===== config.mk =====
export PLATFORM = sky130hd
export DESIGN_NAME = mole_scheduler
export DESIGN_NICKNAME = d
export VERILOG_FILES = /design/src/rtl/mole_scheduler.sv
export SDC_FILE = /design/constraint.sdc
export NUM_CORES = 1
export LEC_CHECK = 0
export ABC_CLOCK_PERIOD_IN_PS = 3500
export CAP_MARGIN = 25
export CORE_AREA = 2 2 106 108
export CTS_CLUSTER_SIZE = 10
export DETAILED_ROUTE_END_ITERATION = 12
export DIE_AREA = 0 0 108 110
export PLACE_DENSITY = 0.72
export SETUP_SLACK_MARGIN = 0.1
export SLEW_MARGIN = 20
export SYNTH_ARGS = -nofsm -noshare
export SYNTH_HDL_FRONTEND = slang
export SYNTH_SLANG_ARGS = --single-unit
export TNS_END_PERCENT = 50

===== constraint.sdc =====
create_clock -name clk -period 3.5 [get_ports clk]
set_input_delay 1.05 -clock clk [delete_from_list [all_inputs] [get_ports clk]]
set_output_delay 1.05 -clock clk [all_outputs]
set_load 0.02 [all_outputs]

===== src/rtl/mole_scheduler.sv =====
// mole_scheduler: game sequencer for the whack-a-mole datapath.
// Seeds the external 8-bit LFSR, picks a random hole per round, times the
// up and gap windows from the tick timebase, and scores player presses.
// Optional feature: define MOLE_SPEEDUP_EN to shrink the up window by one
// tick after every 4th correct hit, never below MIN_UP_TICKS.
module mole_scheduler #(
  parameter int unsigned NUM_HOLES    = 9,
  parameter int unsigned HOLE_W       = 4,
  parameter int unsigned UP_TICKS     = 20,
  parameter int unsigned GAP_TICKS    = 8,
  parameter int unsigned ROUNDS       = 30,
  parameter int unsigned MIN_UP_TICKS = 6
) (
  input  logic                 clk,
  input  logic                 rst,
  input  logic                 tick,
  input  logic                 start,
  input  logic                 stop,
  input  logic [NUM_HOLES-1:0] hit,
  input  logic [7:0]           rand_num,
  output logic                 lfsr_load,
  output logic [7:0]           lfsr_seed,
  output logic [NUM_HOLES-1:0] mole,
  output logic [7:0]           hit_cnt,
  output logic [7:0]           miss_cnt,
  output logic                 hit_pulse,
  output logic                 miss_pulse,
  output logic                 busy,
  output logic                 done
);

  localparam logic [2:0] S_IDLE = 3'd0;
  localparam logic [2:0] S_SEED = 3'd1;
  localparam logic [2:0] S_GAP  = 3'd2;
  localparam logic [2:0] S_PICK = 3'd3;
  localparam logic [2:0] S_UP   = 3'd4;
  localparam logic [2:0] S_DONE = 3'd5;

  localparam logic [HOLE_W-1:0] LAST_HOLE = HOLE_W'(NUM_HOLES - 1);
  localparam logic [4:0]        MAX_RETRY = 5'd16;

  logic [2:0]           r_state;
  logic [7:0]           r_seed_cnt;
  logic [HOLE_W-1:0]    r_prev_hole;
  logic [7:0]           r_tick_cnt;
  logic [7:0]           r_round_cnt;
  logic [4:0]           r_retry_cnt;
  logic [NUM_HOLES-1:0] r_mole;
  logic [7:0]           r_hit_cnt;
  logic [7:0]           r_miss_cnt;
  logic                 r_hit_pulse;
  logic                 r_miss_pulse;
  logic                 r_lfsr_load;
  logic [7:0]           r_lfsr_seed;

  logic [HOLE_W-1:0]    w_idx;
  logic                 w_idx_ok;
  logic [HOLE_W-1:0]    w_force_idx;
  logic                 w_accept;
  logic [HOLE_W-1:0]    w_pick_idx;
  logic [NUM_HOLES-1:0] w_hole_bit;
  logic                 w_hit_right;
  logic                 w_hit_wrong;
  logic [7:0]           w_up_win;
  logic                 w_unused;

  // Random index candidate and the forced fallback after too many rejects
  always_comb begin
    w_idx       = rand_num[HOLE_W-1:0];
    w_idx_ok    = (32'(w_idx) < NUM_HOLES) && (w_idx != r_prev_hole);
    w_force_idx = (r_prev_hole == LAST_HOLE) ? '0 : r_prev_hole + 1'b1;
    w_accept    = w_idx_ok || (r_retry_cnt == MAX_RETRY);
    w_pick_idx  = w_idx_ok ? w_idx : w_force_idx;
    w_hole_bit  = {{(NUM_HOLES-1){1'b0}}, 1'b1} << w_pick_idx;
    w_hit_right = |(hit & r_mole);
    w_hit_wrong = |(hit & ~r_mole);
  end

`ifdef MOLE_SPEEDUP_EN
  logic [7:0] r_up_win;
  logic [1:0] r_hit_mod;
  logic       w_game_start;
  logic       w_hit_event;

  assign w_game_start = start && !stop && ((r_state == S_IDLE) || (r_state == S_DONE));
  assign w_hit_event  = !stop && (r_state == S_UP) && w_hit_right;
  assign w_up_win     = r_up_win;
  assign w_unused     = ^rand_num;

  // Up-window shrink: one tick shorter after every 4th correct hit
  always_ff @(posedge clk or posedge rst) begin
    if (rst) begin
      r_up_win  <= 8'(UP_TICKS);
      r_hit_mod <= '0;
    end else if (w_game_start) begin
      r_up_win  <= 8'(UP_TICKS);
      r_hit_mod <= '0;
    end else if (w_hit_event) begin
      r_hit_mod <= r_hit_mod + 2'd1;
      if ((r_hit_mod == 2'd3) && (r_up_win > 8'(MIN_UP_TICKS))) begin
        r_up_win <= r_up_win - 8'd1;
      end
    end
  end
`else
  assign w_up_win = 8'(UP_TICKS);
  assign w_unused = ^{rand_num, 8'(MIN_UP_TICKS)};
`endif

  // Free-running seed source, sampled when a game starts
  always_ff @(posedge clk or posedge rst) begin
    if (rst) begin
      r_seed_cnt <= '0;
    end else begin
      r_seed_cnt <= r_seed_cnt + 8'd1;
    end
  end

  // Game FSM with registered mole, scores, strobes and LFSR seeding
  always_ff @(posedge clk or posedge rst) begin
    if (rst) begin
      r_state      <= S_IDLE;
      r_prev_hole  <= '0;
      r_tick_cnt   <= '0;
      r_round_cnt  <= '0;
      r_retry_cnt  <= '0;
      r_mole       <= '0;
      r_hit_cnt    <= '0;
      r_miss_cnt   <= '0;
      r_hit_pulse  <= 1'b0;
      r_miss_pulse <= 1'b0;
      r_lfsr_load  <= 1'b0;
      r_lfsr_seed  <= '0;
    end else begin
      r_hit_pulse  <= 1'b0;
      r_miss_pulse <= 1'b0;
      r_lfsr_load  <= 1'b0;
      if (stop) begin
        r_state <= S_IDLE;
        r_mole  <= '0;
      end else begin
        case (r_state)
          S_IDLE, S_DONE: begin
            r_mole <= '0;
            if (start) begin
              r_hit_cnt   <= '0;
              r_miss_cnt  <= '0;
              r_round_cnt <= '0;
              // load strobe is registered so it is high exactly during SEED
              r_lfsr_load <= 1'b1;
              r_lfsr_seed <= (r_seed_cnt == 8'd0) ? 8'hA5 : r_seed_cnt;
              r_state     <= S_SEED;
            end
          end
          S_SEED: begin
            r_tick_cnt <= '0;
            r_state    <= S_GAP;
          end
          S_GAP: begin
            if (tick) begin
              if (r_tick_cnt == 8'(GAP_TICKS - 1)) begin
                r_tick_cnt  <= '0;
                r_retry_cnt <= '0;
                r_state     <= (r_round_cnt == 8'(ROUNDS)) ? S_DONE : S_PICK;
              end else begin
                r_tick_cnt <= r_tick_cnt + 8'd1;
              end
            end
          end
          S_PICK: begin
            if (w_accept) begin
              r_mole      <= w_hole_bit;
              r_prev_hole <= w_pick_idx;
              r_round_cnt <= r_round_cnt + 8'd1;
              r_tick_cnt  <= '0;
              r_retry_cnt <= '0;
              r_state     <= S_UP;
            end else begin
              r_retry_cnt <= r_retry_cnt + 5'd1;
            end
          end
          S_UP: begin
            if (w_hit_right) begin
              r_hit_cnt   <= (r_hit_cnt == 8'hFF) ? r_hit_cnt : r_hit_cnt + 8'd1;
              r_hit_pulse <= 1'b1;
              r_mole      <= '0;
              r_tick_cnt  <= '0;
              r_state     <= S_GAP;
            end else if (w_hit_wrong) begin
              r_miss_cnt   <= (r_miss_cnt == 8'hFF) ? r_miss_cnt : r_miss_cnt + 8'd1;
              r_miss_pulse <= 1'b1;
            end else if (tick) begin
              if (r_tick_cnt == w_up_win - 8'd1) begin
                r_miss_cnt   <= (r_miss_cnt == 8'hFF) ? r_miss_cnt : r_miss_cnt + 8'd1;
                r_miss_pulse <= 1'b1;
                r_mole       <= '0;
                r_tick_cnt   <= '0;
                r_state      <= S_GAP;
              end else begin
                r_tick_cnt <= r_tick_cnt + 8'd1;
              end
            end
          end
          default: begin
            r_state <= S_IDLE;
            r_mole  <= '0;
          end
        endcase
      end
    end
  end

  assign lfsr_load  = r_lfsr_load;
  assign lfsr_seed  = r_lfsr_seed;
  assign mole       = r_mole;
  assign hit_cnt    = r_hit_cnt;
  assign miss_cnt   = r_miss_cnt;
  assign hit_pulse  = r_hit_pulse;
  assign miss_pulse = r_miss_pulse;
  assign busy       = (r_state != S_IDLE) && (r_state != S_DONE);
  assign done       = (r_state == S_DONE);

endmodule


==> Word level (Yosys, flattened, before mapping) <==
Index checks and enable logic that the tools add are counted.
{ "op_classes": {"n_addsub": 7, "magnitude_cmp": 1, "eq_ne": 33, "n_shift": 1, "n_mux": 57, "n_bitwise": 4, "n_reduce_logical": 23} }
{ "ops": {"columns": ["cell", "count"], "rows": [
  ["8-bit two-way mux", 17],
  ["9-bit two-way mux", 6],
  ["8-bit one-hot mux with 2 select lines", 3],
  ["8-bit by 1-bit adder with 8-bit output, second input constant", 5],
  ["8-bit one-hot mux with 4 select lines", 1],
  ["3-bit two-way mux", 10],
  ["3-bit inequality test, second input constant", 9],
  ["9-bit one-hot mux with 3 select lines", 1],
  ["9-bit bitwise AND", 2],
  ["9-bit OR reduction", 2],
  ["8-bit by 5-bit equality test with 1-bit output, second input constant", 2],
  ["8-bit equality test, second input constant", 2],
  ["5-bit two-way mux", 3],
  ["3-bit one-hot mux with 5 select lines", 1],
  ["2-bit inequality test, second input constant", 7],
  ["1-bit two-way mux", 12],
  ["4-bit inequality test, second input constant", 3],
  ["6-bit AND reduction", 2],
  ["5-bit one-hot mux with 2 select lines", 1],
  ["5-bit AND reduction", 2],
  ["9-bit NOT", 1],
  ["1-bit by 4-bit << shifter with 9-bit output, first input constant", 1],
  ["8-bit by 3-bit equality test with 1-bit output, second input constant", 1],
  ["8-bit zero test", 1],
  ["22 further kinds", 31]
]} }
{ "word_totals": {"ff_bits": 72, "inputBits": 22, "out_inout_bits": 38, "word_cells": 139} }

==> Longest topological paths before layout <==
{ "depth": {"word_depth": 7, "depth_mapped": 9, "depth_no_buf": 8} }

==> Least setup slack after synthesis <==
No wires, ideal clock.
{ "synth_path": {"kind": "input port to flip-flop", "start": "in hit[4]", "end": "reg r_tick_cnt[2]", "setup_ps": 118, "arrival_time_ps": 2595, "t_required_ps": 3382, "slack_ps": 787, "stages": 7, "n_path_buf": 1, "cell_sequence": "nor2b_1 > a2111oi_4 > nand4_1 > a2111o_1 > buf_6 > o21bai_1 > a21o_1"} }
{ "synth_between": {"elab_chain_len": 4, "word_cells_on_any_way": 9, "classes_between": "eq/ne (2); mux (2); bitwise (2); reduce/logical (3)"} }
{ "synth_lines": {"columns": ["element", "line_no", "source"], "rows": [
  ["start: declaration", "19", "input logic [NUM_HOLES-1:0] hit,"],
  ["9-bit bitwise AND (on tied branches)", "75, 76", null],
  ["9-bit OR reduction (on tied branches)", "75, 76", null],
  ["3-bit inequality test (no line) or 8-bit two-way mux (tied branches)", null, null],
  ["6-bit AND reduction (no line) or 8-bit one-hot mux with 4 select lines (tied branches)", null, null],
  ["end signal: assignment", "166", "r_tick_cnt <= r_tick_cnt + 8'd1;"],
  ["end signal: assignment", "200", "r_tick_cnt <= r_tick_cnt + 8'd1;"],
  ["end: declaration", "45", "logic [7:0] r_tick_cnt;"]
]} }
Parallel ways exist; a longest one is shown, timed or not.
A chain may end at the register's enable or synchronous reset.

==> Worst setup path after layout <==
{ "layout_path": {"start": "reg r_state[0]", "end": "out busy"} }
{ "layout_between": {"elab_chain_len": 2, "word_cells_on_any_way": 3, "classes_between": "eq/ne (1); reduce/logical (2)"} }
{ "layout_lines": {"columns": ["element", "line_no", "source"], "rows": [
  ["start: declaration", "42", "logic [2:0] r_state;"],
  ["start signal: assignment", "164", "r_state <= (r_round_cnt == 8'(ROUNDS)) ? S_DONE : S_PICK;"],
  ["3-bit inequality test or 3-bit nonzero test (tied branches)", "220", "assign busy = (r_state != S_IDLE) && (r_state != S_DONE);"],
  ["1-bit logical AND *", "220", null],
  ["end: declaration", "28", "output logic busy,"]
]} }
Mark *: on every way between the ends. The rest lies on a longest branch, timed or not.

==> run_results.csv <==
group,metric,value,unit
die,io_pins,60,
die,core-area,0.01070,mm2
final_layout,final_area,0.005201,mm2
die,chipHeight,110,um
yosys,synthArstFlopShare,100.0,%
detailed_routing,via_per_inst,5.450,
yosys,avgSynthCellArea,9.708,um2
critical_path,start_kind,"flip-flop",
yosys,synth-seq-cells,72,
detailed_routing,firstDrtPassIters,6,
grt,grt-ovfl-total,0,
clocking,insertion_delay,0.35,ns
detailed_routing,ant_nets,0,
timing,max_freq,318.9,MHz
yosys,synth_fp_nets,469,
final_layout,antenna_cells,0,
yosys,synth_edf_count,0,
clocking,clkTransAtPathRegs,0.08,ns
die,die_area,0.01188,mm2
yosys,yosysWarnings,0,
timing,tightestPinTransition,0.8079,ns
placement,pre_cts_ws,0.1833,ns
timing,layout_min_cycle_time,3.136,ns
grt,grt_max_degree,73,
timing,slew_headroom,45.64,%
timing,rsz0062_at_grt,"no",
clocking,h-tree-depth,3,
die,start_util,39.57,%
yosys,ys_types,69,
clocking,cts.sinks,72,
detailed_routing,drtIter0Drc,174,
placement,portBuffers,55,
power_and_ir_drop,power.leakage,2.226,nW
timing,clock_skew,0.01260,ns
detailed_routing,routedWlPerCell,14.26,um
hold_path,hold_class,"flip-flop to flip-flop",
power_and_ir_drop,irDropWorstVdd,0.0002502,V
status,status,"complete, no violations",
clocking,clk_path_buf_depth,2,
yosys,synth_ff_type,"dfrtp_1",
clocking,holdBufCountCts,0,
critical_path,worstPathMaxFanout,16,
placement,hpwl,6722,um
detailed_routing,drc,0,
die,die_width,108,um
die,fp-row-count,38,
final_layout,area_growth,22.88,%
timing,setup_viol,0,
clocking,cts_root_buf,"clkbuf_8",
grt,antenna_found_initial,0,
timing,finalMaxSlewViolations,0,
timing,hold_viol_final,0,
grt,grt_usage,16.69,%
critical_path,worstSetupPathType,"flip-flop to output port",
timing,fin_tns_setup,0,ns
critical_path,required,2.45,ns
grt,grt_pass1_wl,15810,um
critical_path,end_kind,"output port",
final_layout,drive_above_1_share,13.16,%
yosys,synthCells,436,
job,cap_violations,0,
power_and_ir_drop,power,2.682,mW
yosys,yosysSeqAreaShare,42.57,%
final_layout,final_nets,537,
clocking,ctsResizeCount,0,
grt,grt_pass1_vias,3324,
detailed_routing,wl,9255,um
clocking,cts_tree,"done",
clocking,postCtsSetupRepairBufs,0,
yosys,synth_area,0.004233,mm2
timing,finalCritPeriodShare,89.61,%
final_layout,fin_util,48.62,%
clocking,cts_buffers,9,
placement,place.gp.congestion,0.8872,
placement,placed_area,0.005021,mm2
detailed_routing,vias,3537,
power_and_ir_drop,powerDensity,515.7,mW/mm2
critical_path,crit_arrival,2.09,ns
timing,layout_setup_ws,0.3638,ns
## report_power, final
part	internal [mW]	leakage, nW	switching (mW)
Sequential	0.929	0.963	0.143
Combinational	0.456	1.17	0.532
Clock	0.284	0.0907	0.338
## worst max-delay path: stages (launching register included)
cell and delay [ns]:
dfrtp_1 0.56, or2_2 0.38, a21o_1 0.23, clkdlybuf4s50_1 0.57
## worst paths after layout
path                                    from            to  slack [ns]  depth (start not counted)
worst min register to register  lfsr_seed[3]  lfsr_seed[3]        0.51                          1
worst min-delay path            lfsr_seed[3]  lfsr_seed[3]        0.51                          1
worst max register to register    r_state[2]       mole[3]        1.04                          6
min in group asynchronous                rst  lfsr_seed[4]        1.10                          3
max in group asynchronous                rst   miss_cnt[5]        2.11                          3
worst max-delay path              r_state[0]          busy        0.36                          3
## synth_stat cells, types with 3 or more instances
| cell | count | area (um2) |
|---|---|---|
| dfrtp_1 | 72 | 1802 |
| nor2_1 | 46 | 172.7 |
| nand2_1 | 31 | 116.4 |
| o21ai_0 | 23 | 115.1 |
| inv_1 | 22 | 82.58 |
| nand3_1 | 22 | 110.1 |
| a21oi_1 | 14 | 70.07 |
| xor2_1 | 13 | 113.9 |
| and3_1 | 11 | 68.82 |
| ha_1 | 11 | 137.6 |
| mux2_2 | 11 | 123.9 |
| mux2i_1 | 11 | 110.1 |
| xnor2_1 | 10 | 87.58 |
| nor3_1 | 9 | 45.04 |
| buf_2 | 8 | 40.04 |
| nand4_1 | 8 | 50.05 |
| nand3b_1 | 7 | 52.55 |
| nor4_1 | 7 | 43.79 |
| a21o_1 | 6 | 45.04 |
| nand2b_1 | 5 | 31.28 |
| nor2b_1 | 5 | 31.28 |
| o31ai_1 | 5 | 37.54 |
| a22oi_1 | 4 | 30.03 |
| and3b_1 | 4 | 35.03 |
| or2_2 | 4 | 25.02 |
| a31oi_1 | 3 | 18.77 |
| and4_1 | 3 | 26.28 |
| clkbuf_1 | 3 | 11.26 |
| nor3b_1 | 3 | 22.52 |
| o21bai_1 | 3 | 22.52 |
| or3_1 | 3 | 18.77 |
## per-stage QoR
step,cells,hold WS [ns]
floorplan,436,0.4603
global placement,633,0.4851
detailed placement,633,0.5003
CTS,649,0.5198
global route,649,0.5449
finish,649,0.5131
## flip-flops by register name, indices dropped and copies added, names as in the netlist
register	cells
mole	9
hit_cnt	8
lfsr_seed	8
miss_cnt	8
r_round_cnt	8
r_seed_cnt	8
r_tick_cnt	8
r_retry_cnt	5
r_prev_hole	4
r_state	3
hit_pulse	1
lfsr_load	1
miss_pulse	1
## placed cells by master, fill, tap and decap left out, drive strengths merged, types with 10 or more instances in the layout
cell,n
nand3,22
inv,25
ha,11
o21ai,25
xor2,15
buf,16
and3,11
xnor2,10
clkbuf,11
a21oi,14
nand2,31
clkdlybuf4s50,55
nor2,46
dfrtp,72
mux2i,11
mux2,11
## layout make-up
type                    instances  area, um2
repair buffers                 71      683.2
clock inverters                 5      38.79
flip-flops and latches         72       1802
fillers                       986       5497
well taps                     140      175.2
multi-input cells             328       2278
clock buffers                  11      141.4
inverters                      22      82.58
## layer usage
layer | wire length [um] | share of wire (%) | track usage, %
met2 | 4662 | 50 | 28.21
met1 | 4169 | 45 | 21.59
met3 | 315 | 3.4 | 3.821
met5 | 0 | 0 | 0
met4 | 107 | 1.2 | 4.670
## cells by family (layout without fill, tap and decap cells)
kind of cell | Yosys count | after routing | synth area share, %
flops | 72 | 72 | 42.57
xor+xnor | 25 | 25 | 5.528
simple gates | 182 | 182 | 23.38
fa+ha+maj | 11 | 11 | 3.252
mux | 22 | 22 | 5.528
compound gates | 88 | 88 | 16.02
buf+inv | 36 | 109 | 3.724
Power figures use the tool's default switching activity.
